===== config.mk =====
export PLATFORM = sky130hd
export DESIGN_NAME = pipeline_hazard_ctrl
export DESIGN_NICKNAME = d
export VERILOG_FILES = /design/src/rtl/pipeline_hazard_ctrl.sv
export SDC_FILE = /design/constraint.sdc
export NUM_CORES = 1
export LEC_CHECK = 0
export CAP_MARGIN = 5
export CORE_MARGIN = 3
export CORE_UTILIZATION = 39
export CTS_BUF_LIST = sky130_fd_sc_hd__clkbuf_8 sky130_fd_sc_hd__clkbuf_16
export DETAILED_ROUTE_END_ITERATION = 10
export GPL_TIMING_DRIVEN = 0
export PLACE_DENSITY = 0.88
export SYNTH_ARGS = -nofsm -noshare
export SYNTH_HDL_FRONTEND = slang
export SYNTH_SLANG_ARGS = --single-unit
export TNS_END_PERCENT = 1

===== constraint.sdc =====
create_clock -name clk -period 1.9 [get_ports clk]
set_clock_uncertainty 0.2 [all_clocks]
set_input_delay 0.38 -clock clk [delete_from_list [all_inputs] [get_ports clk]]
set_output_delay 0.38 -clock clk [all_outputs]
set_load 0.03 [all_outputs]

===== src/rtl/pipeline_hazard_ctrl.sv =====
// Hazard, forwarding and IRQ-sequencing controller for the 5-stage MIPS pipeline.
// Decides stalls, bubbles and flushes, selects ALU operand forwarding, and
// takes an external IRQ only at a safe boundary (or forcibly after WAIT_MAX cycles).
// Optional build macro: HAZ_PERF_EN adds saturating stall/flush cycle counters.
module pipeline_hazard_ctrl #(
  parameter int unsigned AW       = 5,
  parameter int unsigned WAIT_MAX = 8
) (
  input  logic          clk,
  input  logic          reset,
  input  logic [AW-1:0] id_rs,
  input  logic [AW-1:0] id_rt,
  input  logic          id_use_rs,
  input  logic          id_use_rt,
  input  logic          id_jump,
  input  logic          id_kernel,
  input  logic          idex_memrd,
  input  logic [AW-1:0] idex_addrc,
  input  logic          exmem_regwr,
  input  logic [AW-1:0] exmem_addrc,
  input  logic          memwb_regwr,
  input  logic [AW-1:0] memwb_addrc,
  input  logic          ex_br_taken,
  input  logic          irq,
  output logic          stall,
  output logic          bubble,
  output logic          flush_ifid,
  output logic [1:0]    fwd_a,
  output logic [1:0]    fwd_b,
  output logic          irq_take,
  output logic          irq_busy
`ifdef HAZ_PERF_EN
  ,
  output logic [15:0]   perf_stall,
  output logic [15:0]   perf_flush
`endif
);

  localparam int unsigned CW = $clog2(WAIT_MAX) + 1;
  localparam logic [CW-1:0] CNT_LAST = CW'(WAIT_MAX - 1);
  localparam logic [CW-1:0] CNT_SAT  = {CW{1'b1}};

  typedef enum logic [1:0] {
    S_IDLE = 2'b00,
    S_WAIT = 2'b01,
    S_TAKE = 2'b10,
    S_HOLD = 2'b11
  } state_e;

  state_e        state_q, state_d;
  logic [CW-1:0] wait_cnt_q, wait_cnt_d;

  logic       luse;
  logic       safe;
  logic       in_take;
  logic [1:0] fwd_a_raw, fwd_b_raw;

  // Load-use detection and the safe-slot condition for IRQ entry.
  always_comb begin
    luse = 1'b0;
    if (idex_memrd && (idex_addrc != '0)) begin
      luse = (id_use_rs && (idex_addrc == id_rs)) ||
             (id_use_rt && (idex_addrc == id_rt));
    end
    safe = !ex_br_taken && !luse && !id_jump;
  end

  // Operand forwarding; the younger EX/MEM result wins over MEM/WB, $0 never forwards.
  always_comb begin
    fwd_a_raw = 2'b00;
    fwd_b_raw = 2'b00;
    if (exmem_regwr && (exmem_addrc != '0) && (exmem_addrc == id_rs)) begin
      fwd_a_raw = 2'b01;
    end else if (memwb_regwr && (memwb_addrc != '0) && (memwb_addrc == id_rs)) begin
      fwd_a_raw = 2'b10;
    end
    if (exmem_regwr && (exmem_addrc != '0) && (exmem_addrc == id_rt)) begin
      fwd_b_raw = 2'b01;
    end else if (memwb_regwr && (memwb_addrc != '0) && (memwb_addrc == id_rt)) begin
      fwd_b_raw = 2'b10;
    end
  end

  // IRQ sequencer next state and saturating wait counter.
  always_comb begin
    state_d    = state_q;
    wait_cnt_d = wait_cnt_q;
    case (state_q)
      S_IDLE: begin
        if (irq && !id_kernel) begin
          state_d    = S_WAIT;
          wait_cnt_d = '0;
        end
      end
      S_WAIT: begin
        if (wait_cnt_q != CNT_SAT) begin
          wait_cnt_d = wait_cnt_q + CW'(1);
        end
        // A withdrawn request is dropped before any take is considered.
        if (!irq) begin
          state_d = S_IDLE;
        end else if (safe || (wait_cnt_q == CNT_LAST)) begin
          state_d = S_TAKE;
        end
      end
      S_TAKE: begin
        state_d = S_HOLD;
      end
      S_HOLD: begin
        if (!irq) begin
          state_d = S_IDLE;
        end
      end
      default: begin
        state_d = S_IDLE;
      end
    endcase
  end

  // FSM state and counter registers.
  always_ff @(posedge clk or negedge reset) begin
    if (!reset) begin
      state_q    <= S_IDLE;
      wait_cnt_q <= '0;
    end else begin
      state_q    <= state_d;
      wait_cnt_q <= wait_cnt_d;
    end
  end

  assign in_take = (state_q == S_TAKE);

  // Pipeline control outputs; everything is held low while reset is asserted.
  always_comb begin
    stall      = 1'b0;
    bubble     = 1'b0;
    flush_ifid = 1'b0;
    fwd_a      = 2'b00;
    fwd_b      = 2'b00;
    irq_take   = 1'b0;
    irq_busy   = 1'b0;
    if (reset) begin
      // A taken branch or IRQ entry replaces the stalled instruction, so no hold.
      stall      = luse && !ex_br_taken && !in_take;
      bubble     = luse || ex_br_taken || in_take;
      flush_ifid = ex_br_taken || id_jump || in_take;
      fwd_a      = fwd_a_raw;
      fwd_b      = fwd_b_raw;
      irq_take   = in_take;
      irq_busy   = (state_q != S_IDLE);
    end
  end

`ifdef HAZ_PERF_EN
  logic [15:0] perf_stall_q, perf_flush_q;

  // Saturating cycle counters for stall and flush activity.
  always_ff @(posedge clk or negedge reset) begin
    if (!reset) begin
      perf_stall_q <= '0;
      perf_flush_q <= '0;
    end else begin
      if (stall && (perf_stall_q != 16'hFFFF)) begin
        perf_stall_q <= perf_stall_q + 16'd1;
      end
      if (flush_ifid && (perf_flush_q != 16'hFFFF)) begin
        perf_flush_q <= perf_flush_q + 16'd1;
      end
    end
  end

  assign perf_stall = perf_stall_q;
  assign perf_flush = perf_flush_q;
`endif

endmodule


Yosys cells after proc, flatten, opt, wreduce, memory -nomap -nowiden
Cells that the tools add are included.
- register bits after elaboration: 6
- bits of input ports: 36
- logic and storage cells: 71
- $add $sub $neg: 1
- eq/ne operators: 15
- multiplexer cells: 20
- reductions and logical operators: 33
- operator list (cell ; number):
    equality test 5 bit ; 6
    two-way mux 2 bit ; 10
    nonzero test 5 bit ; 3
    logical AND 1 bit ; 14
    two-way mux 4 bit ; 2
    one-hot mux 2 bit (4 select lines) ; 1
    one-hot mux 4 bit (2 select lines) ; 1
    logical OR 1 bit ; 6
    two-way mux 1 bit ; 6
    != test 2 bit (second input constant) ; 3
    AND reduction 3 bit ; 2
    logical NOT 1 bit ; 5
    adder 4 x 1 -> 4 bit (second input constant) ; 1
    equality test 2 bit (second input constant) ; 2
    equality test 4 x 3 -> 1 bit (second input constant) ; 1
    != test 4 bit (second input constant) ; 1
    nonzero test 2 bit ; 2
    != test 3 bit (second input constant) ; 1
    equality test 2 x 1 -> 1 bit (second input constant) ; 1
    logical NOT 2 bit ; 1

Logic depth before layout (Yosys ltp)
Gate-level depths: netlist of the first run.
- word-level depth: 11
- mapped depth: 5
- gate-level depth less buffers: 5

Worst setup path before layout of the first run
Ideal clock, no wire load.
- path type: input-to-output
- start point: input port exmem_addrc[3]
- end point: output port fwd_a[1]
- arrival time: 2.120 ns
- required time: 1.320 ns
- path slack: -0.800 ns
- stages: 4
- cell sequence: or4_1 -> o21ai_2 -> nor4_1 -> nor4_1
- longest elaborated chain between the ends: 5
- elaborated cells on any way between the ends: 6
- those cells by class: eq/ne (1); mux (2); reduce/logical (3)
- RTL lines (item ; line ; source):
    start, declared ; 20 ; input logic [AW-1:0] exmem_addrc,
    nonzero test 5 bit ; 72 ; if (exmem_regwr && (exmem_addrc != '0) && (exmem_addrc == id_rs)) begin
    logical AND 1 bit ; 72 ;
    logical AND 1 bit (*) ; 72 ;
    two-way mux 2 bit (*) ; 72 ;
    two-way mux 2 bit (*) ; 142 ; if (reset) begin
    end, declared ; 28 ; output logic [1:0] fwd_a,
Mark *: on every way between the ends. The rest lies on a longest branch, timed or not.

Worst setup path in the final report of the first run
- start point: input port exmem_addrc[1]
- end point: output port fwd_b[1]
- longest elaborated chain between the ends: 5
- elaborated cells on any way between the ends: 6
- those cells by class: eq/ne (1); mux (2); reduce/logical (3)
- RTL lines (item ; line ; source):
    nonzero test 5 bit ; 77 ; if (exmem_regwr && (exmem_addrc != '0) && (exmem_addrc == id_rt)) begin
    logical AND 1 bit ; 77 ;
    logical AND 1 bit (*) ; 77 ;
    two-way mux 2 bit (*) ; 77 ;
    two-way mux 2 bit (*) ; 142 ;
    end, declared ; 29 ; output logic [1:0] fwd_b,
Marks and branches as above.

==> results.txt, run 1 <==
Req. time, crit path -> 1320 ps
WP data arrival -> 1690 ps
Via Count -> 1007
row cnt -> 16
Worst path max stage delay -> 530 ps
#FFs+latches synth -> 6
root buffer cell -> clkbuf_8
status -> finished, violations left
Sink Count -> 6
layout cells sized above 1 -> 0.385
wl on met1 -> 1130 um
I/O Pins -> 45
top_reg_cell synth -> dfrtp_1
Starting Density -> 0.424
Ys Warns -> 0
met3 routed WL -> 274 um
router iterations before antenna repair -> 4
Slew Limit Fails -> 0
IO Port Bufs -> 44
Final Cycle Share -> 1.20
Die W -> 52.6 um
CP max FO -> 2
unrepaired setup endpoints after global routing -> true
DR WL/cell -> 16.4 um
dominant cells by area after synthesis -> xor2_1, dfrtp_1, xnor2_1, nor4_1, or4_1
GR Overflow Total -> 0
sequential fraction of the synthesis area -> 0.177
antenna viol nets, final -> 0
Area Growth Syn to Fin -> 70.5%
most frequent cell after synthesis -> xor2_1
final worst-path setup slack -> -374 ps
Post-synth EDFFs -> 0
synthesized area -> 848 um2
Bufs on Longest Clock Path -> 2
Post-Synthesis Cells -> 105
clock latency on the worst-skew pair -> 220 ps
pwr/cell area -> 696 nW/um2
Final Hold Vio Count -> 0
Max Used Layer -> met4
CP Class -> input pin to output port
leakage power -> 0.635 nW
worst hold path type -> flip-flop to flip-flop
Num CTS Buffers -> 3
asr flop ratio synth -> 1.00
relative slew slack -> 0.799
Tmin final -> 2270 ps
routed vias/inst -> 5.50
die area -> 2770 um2
worst hold margin -> 356 ps
critical path's most frequent cell -> nor4_4
peak supply drop -> 0.584 mV
CP startpoint kind -> input pin
CP max stage cell -> or4_4
Slew @ Worst Pin -> 300 ps
first-pass GRT wire length -> 4460 um
placed insts -> 176
CTS tree -> yes
ANT cells -> 0
Max-cap violations -> 0
met2 WL -> 1550 um
syn nets -> 142
Die Ht -> 52.6 um
fmax -> 440 MHz
violated checks -> setup timing
clock-pin slew on the worst setup and hold paths -> 30 ps
fin cells -> 183
vias in the first global route -> 1040
Routability Congestion -> 0.784
top cells by count, synth -> xor2_1, xnor2_1, nor2_1
CP cell instances -> buf_8 -> or4_4 -> o21ai_4 -> buf_6 -> nor4_4 -> nor4_4 -> buf_4
core area -> 2000 um2
Routed WL -> 3010 um
# setup viols final -> 7
Worst Setup End Kind -> output port
Fill cells -> 152
largest area contributor in the synthesized netlist -> xor2_1
total track usage -> 0.218
drt initial violations -> 14
DR DRC count -> 0
fin nets -> 195
initial antenna violation count -> 0
syn avg cell area -> 8.08 um2
CTS H-Tree Depth -> 1
largest net degree at the start of global routing -> 11
post-DP HPWL -> 2220 um
area share of the largest cell type after synthesis -> 0.227
Cell variety after synth -> 37
==> path summary, 6_finish.rpt <==
path	slack, ps	from	end	depth (start not counted)
max	-370	exmem_addrc[1]	fwd_b[1]	7
min	360	wait_cnt_q[1]	wait_cnt_q[1]	1
max reg2reg	190	wait_cnt_q[1]	state_q[0]	5
min reg2reg	360	wait_cnt_q[1]	wait_cnt_q[1]	1
max in group asynchronous	770	reset	async pin	2
min in group asynchronous	480	reset	wait_cnt_q[0]	2
==> metal layers <==
layer  vias to the layer above  track usage
met2                        45        0.426
met4                         0       0.0936
met5                         -            0
met1                       470        0.215
met3                         6       0.0484
li1                        486            -
==> what timing repair did <==
action / CTS / global route
buffers inserted: 3 / 0
hold buffers: 1 / 0
endpoints found under the hold margin: 6 / 0
pin swaps: 10 / 14
setup endpoints to repair: 11 / 8
resized for setup: 109 / 69
==> report_power, final <==
part | leakage, nW | internal, mW | switching [mW]
Sequential | 0.0762 | 0.181 | 0.0593
Clock | 0.0216 | 0.136 | 0.0544
Combinational | 0.537 | 0.262 | 0.314
Total | 0.635 | 0.579 | 0.428
==> area by class of cell <==
cell class / count / area, um2 / share of cell area
Buffer: 1 / 7.51 / 0.00519
Sequential cell: 6 / 151 / 0.105
Clock buffer: 3 / 41.3 / 0.0285
Tap cell: 27 / 33.8 / 0.0234
Timing Repair Buffer: 48 / 385 / 0.266
Multi-Input combinational cell: 94 / 810 / 0.560
Inverter: 4 / 17.5 / 0.0121
==> cells in the final DEF (no fill, tap or decap), drive strengths merged, types with 2 or more instances in the layout <==
master,Yosys,layout
buf,1,25
xnor2,8,8
clkdlybuf4s50,0,7
a21o,2,2
dlygate4sd2,0,2
clkbuf,0,15
nor4,6,6
dfrtp,6,6
nand3,5,5
or4,5,5
nand2,3,3
inv,4,4
xor2,22,22
a21oi,4,4
and2,3,3
a32oi,2,2
o21ai,6,6
dlymetal6s2s,0,2
nor2b,2,2
nor2,7,7
==> per-stage QoR <==
| step | power (mW) | setup slack (ps) | TNS, ps | utilization | cell area [um2] |
|---|---|---|---|---|---|
| 2_1_floorplan | 0.583 | -238 | -1020 | - | 901 |
| 3_3_place_gp | 0.773 | -1470 | -11240 | 0.687 | 1380 |
| 3_5_place_dp | 0.797 | -1500 | -11520 | 0.687 | 1380 |
| 4_1_cts | 0.986 | -559 | -2780 | 0.726 | 1450 |
| 5_1_grt | 1.08 | -434 | -2270 | 0.723 | 1450 |
| 6_report | 1.01 | -374 | -1890 | 0.723 | 1450 |
==> logic make-up (layout without fill, tap and decap cells) <==
group,count (synthesis),count (layout),synth area share
compound gates,22,22,0.176
mux,2,2,0.0251
simple gates,39,39,0.274
flops,6,6,0.177
fa+ha+maj,1,1,0.0147
xor+xnor,30,30,0.310
buf+inv,5,56,0.0236
==> critical path, delay by kind of cell <==
kind | cells | cell delay, ps
AO/OA/AOI/OAI | 1 | 180
buffers and inverters | 3 | 420
AND/OR/NAND/NOR | 3 | 710
(Power assumes the default switching activity.)
==> run 2, diff against run 1 <==
- PLACE_DENSITY: 0.88 -> 0.8
==> run 2 against run 1 <==
Effect of this change: the flow still finishes with violations (setup timing); sequential power increased by 3%; critical path depth is 1 higher; utilization rose by 0.75 points; worst setup slack got worse by 80 ps; largest cell class unchanged; clock-buffer cell count unchanged; hold slack gained 5.0 ps; critical path type unchanged; wire length rose by 3.6%; power is 4.0% higher; global-route usage is 2.4 points higher; die area unchanged.
==> results.txt, run 2 (same netlist as run 1, synthesis figures left out) <==
worst hold margin -> 361 ps (was 356 ps)
Die W -> 52.6 um (unchanged)
Sink Count -> 6 (unchanged)
Slew @ Worst Pin -> 341 ps (was 300 ps)
CP cell instances -> buf_8 -> or4_4 -> o21ai_4 -> buf_4 -> buf_6 -> nor4_4 -> nor4_4 -> buf_4 (was buf_8 -> or4_4 -> o21ai_4 -> buf_6 -> nor4_4 -> nor4_4 -> buf_4)
Routed WL -> 3120 um (was 3010 um)
core area -> 2000 um2 (unchanged)
fin cells -> 187 (was 183)
Die Ht -> 52.6 um (unchanged)
CP max FO -> 2 (unchanged)
CTS tree -> yes (unchanged)
Num CTS Buffers -> 3 (unchanged)
status -> finished, violations left (unchanged)
routed vias/inst -> 5.59 (was 5.50)
violated checks -> setup timing (unchanged)
fmax -> 425 MHz (was 440 MHz)
worst hold path type -> flip-flop to flip-flop (unchanged)
Max-cap violations -> 0 (unchanged)
antenna viol nets, final -> 0 (unchanged)
Worst Setup End Kind -> output port (unchanged)
Final Cycle Share -> 1.24 (was 1.20)
WP data arrival -> 1770 ps (was 1690 ps)
router iterations before antenna repair -> 4 (unchanged)
leakage power -> 0.629 nW (was 0.635 nW)
post-DP HPWL -> 2300 um (was 2220 um)
CP Class -> input pin to output port (unchanged)
final core occ -> 0.730 (was 0.723)
clock latency on the worst-skew pair -> 220 ps (about the same)
first-pass GRT wire length -> 5010 um (was 4460 um)
CP startpoint kind -> input pin (unchanged)
Req. time, crit path -> 1320 ps (about the same)
fin nets -> 199 (was 195)
root buffer cell -> clkbuf_8 (unchanged)
Slew Limit Fails -> 0 (unchanged)
commonest non-fill, non-tap cells in the layout -> xor2_1, clkbuf_2, buf_4, xnor2_1, clkdlybuf4s50_1 (was xor2_1, clkbuf_2, buf_4, xnor2_1)
total track usage -> 0.242 (was 0.218)
Final Cell Area -> 1460 um2 (was 1450 um2)
unrepaired setup endpoints after global routing -> true (unchanged)
placed insts -> 176 (unchanged)
final worst-path setup slack -> -454 ps (was -374 ps)
GR Overflow Total -> 0 (unchanged)
vias in the first global route -> 1030 (was 1040)
Routability Congestion -> 0.761 (was 0.784)
clock-pin slew on the worst setup and hold paths -> 40 ps (was 30 ps)
Post-Place Cell Area -> 1380 um2 (unchanged)
most common cell after layout, fill and taps aside -> xor2_1 (unchanged)
CTS H-Tree Depth -> 1 (unchanged)
IO Port Bufs -> 44 (unchanged)
CP max stage cell -> or4_4 (unchanged)
initial antenna violation count -> 0 (unchanged)
drt initial violations -> 25 (was 14)
# setup viols final -> 7 (unchanged)
hold path cells -> 1 (unchanged)
ANT cells -> 0 (unchanged)
Fill cells -> 158 (was 152)
die area -> 2770 um2 (unchanged)
DR WL/cell -> 16.7 um (was 16.4 um)
DR DRC count -> 0 (unchanged)
row cnt -> 16 (unchanged)
Area Growth Syn to Fin -> 72.3% (was 70.5%)
relative slew slack -> 0.770 (was 0.799)
peak supply drop -> 0.599 mV (was 0.584 mV)
layout cells sized above 1 -> 0.388 (was 0.385)
Reg2Reg Depth -> 5 (unchanged)
Via Count -> 1046 (was 1007)
largest net degree at the start of global routing -> 11 (unchanged)
pwr/cell area -> 717 nW/um2 (was 696 nW/um2)
Final Hold Vio Count -> 0 (unchanged)
Bufs on Longest Clock Path -> 2 (unchanged)
Starting Density -> 0.424 (unchanged)
Worst path max stage delay -> 530 ps (about the same)
Tmin final -> 2350 ps (was 2270 ps)
I/O Pins -> 45 (unchanged)
## run 2: per-layer routing
layer	vias up	global-route usage	share of wire
li1	497	-	-
met1	493	0.279	0.36
met2	51	0.465	0.57
met3	5	0.0370	0.067
met4	0	0.0426	0.011
met5	-	0	0
## run 2: worst max-delay path, delay by kind of cell
family	cells	cell delay [ps]
AND/OR/NAND/NOR	3	720
AO/OA/AOI/OAI	1	160
buffers and inverters	4	510
## run 2: per-stage QoR
step                      setup TNS, ps  worst slack (ps)  total power, mW
after floorplan                   -1020              -238            0.583
after global routing              -2660              -485             1.12
after CTS                         -2710              -504             1.01
after detailed placement         -11420             -1500            0.797
after global placement           -11240             -1490            0.778
final                             -2330              -454             1.05
## run 2: path summary, 6_finish.rpt
kind / startpoint / endpoint / slack [ps]
min in group asynchronous: reset / wait_cnt_q[0] / 480
hold reg to reg: wait_cnt_q[1] / wait_cnt_q[1] / 360
setup / recovery: exmem_addrc[1] / fwd_a[1] / -450
setup reg to reg: wait_cnt_q[1] / state_q[0] / 160
max in group asynchronous: reset / async pin / 780
hold / removal: wait_cnt_q[1] / wait_cnt_q[1] / 360
## run 2: layout make-up
class | count | area (um2) | area share
multi-input combinational | 94 | 803 | 0.550
sequential | 6 | 151 | 0.104
buffer | 1 | 11.3 | 0.00771
timing repair buffer | 52 | 403 | 0.276
clock buffer | 3 | 41.3 | 0.0283
tap | 27 | 33.8 | 0.0231
inverter | 4 | 17.5 | 0.0120
## run 2: timing repair
item / CTS / global route
buffers inserted: 5 / 2
endpoints found under the hold margin: 6 / 0
gates cloned: 0 / 0
gates resized for setup: 117 / 35
setup endpoints to repair: 11 / 11
pin swaps: 12 / 13
hold buffers: 1 / 0
## run 2: power breakdown
part / switching [mW] / internal [mW] / total [mW]
combinational: 0.332 / 0.281 / 0.613
clock: 0.0520 / 0.136 / 0.188
sequential: 0.0652 / 0.181 / 0.246
total: 0.449 / 0.598 / 1.05
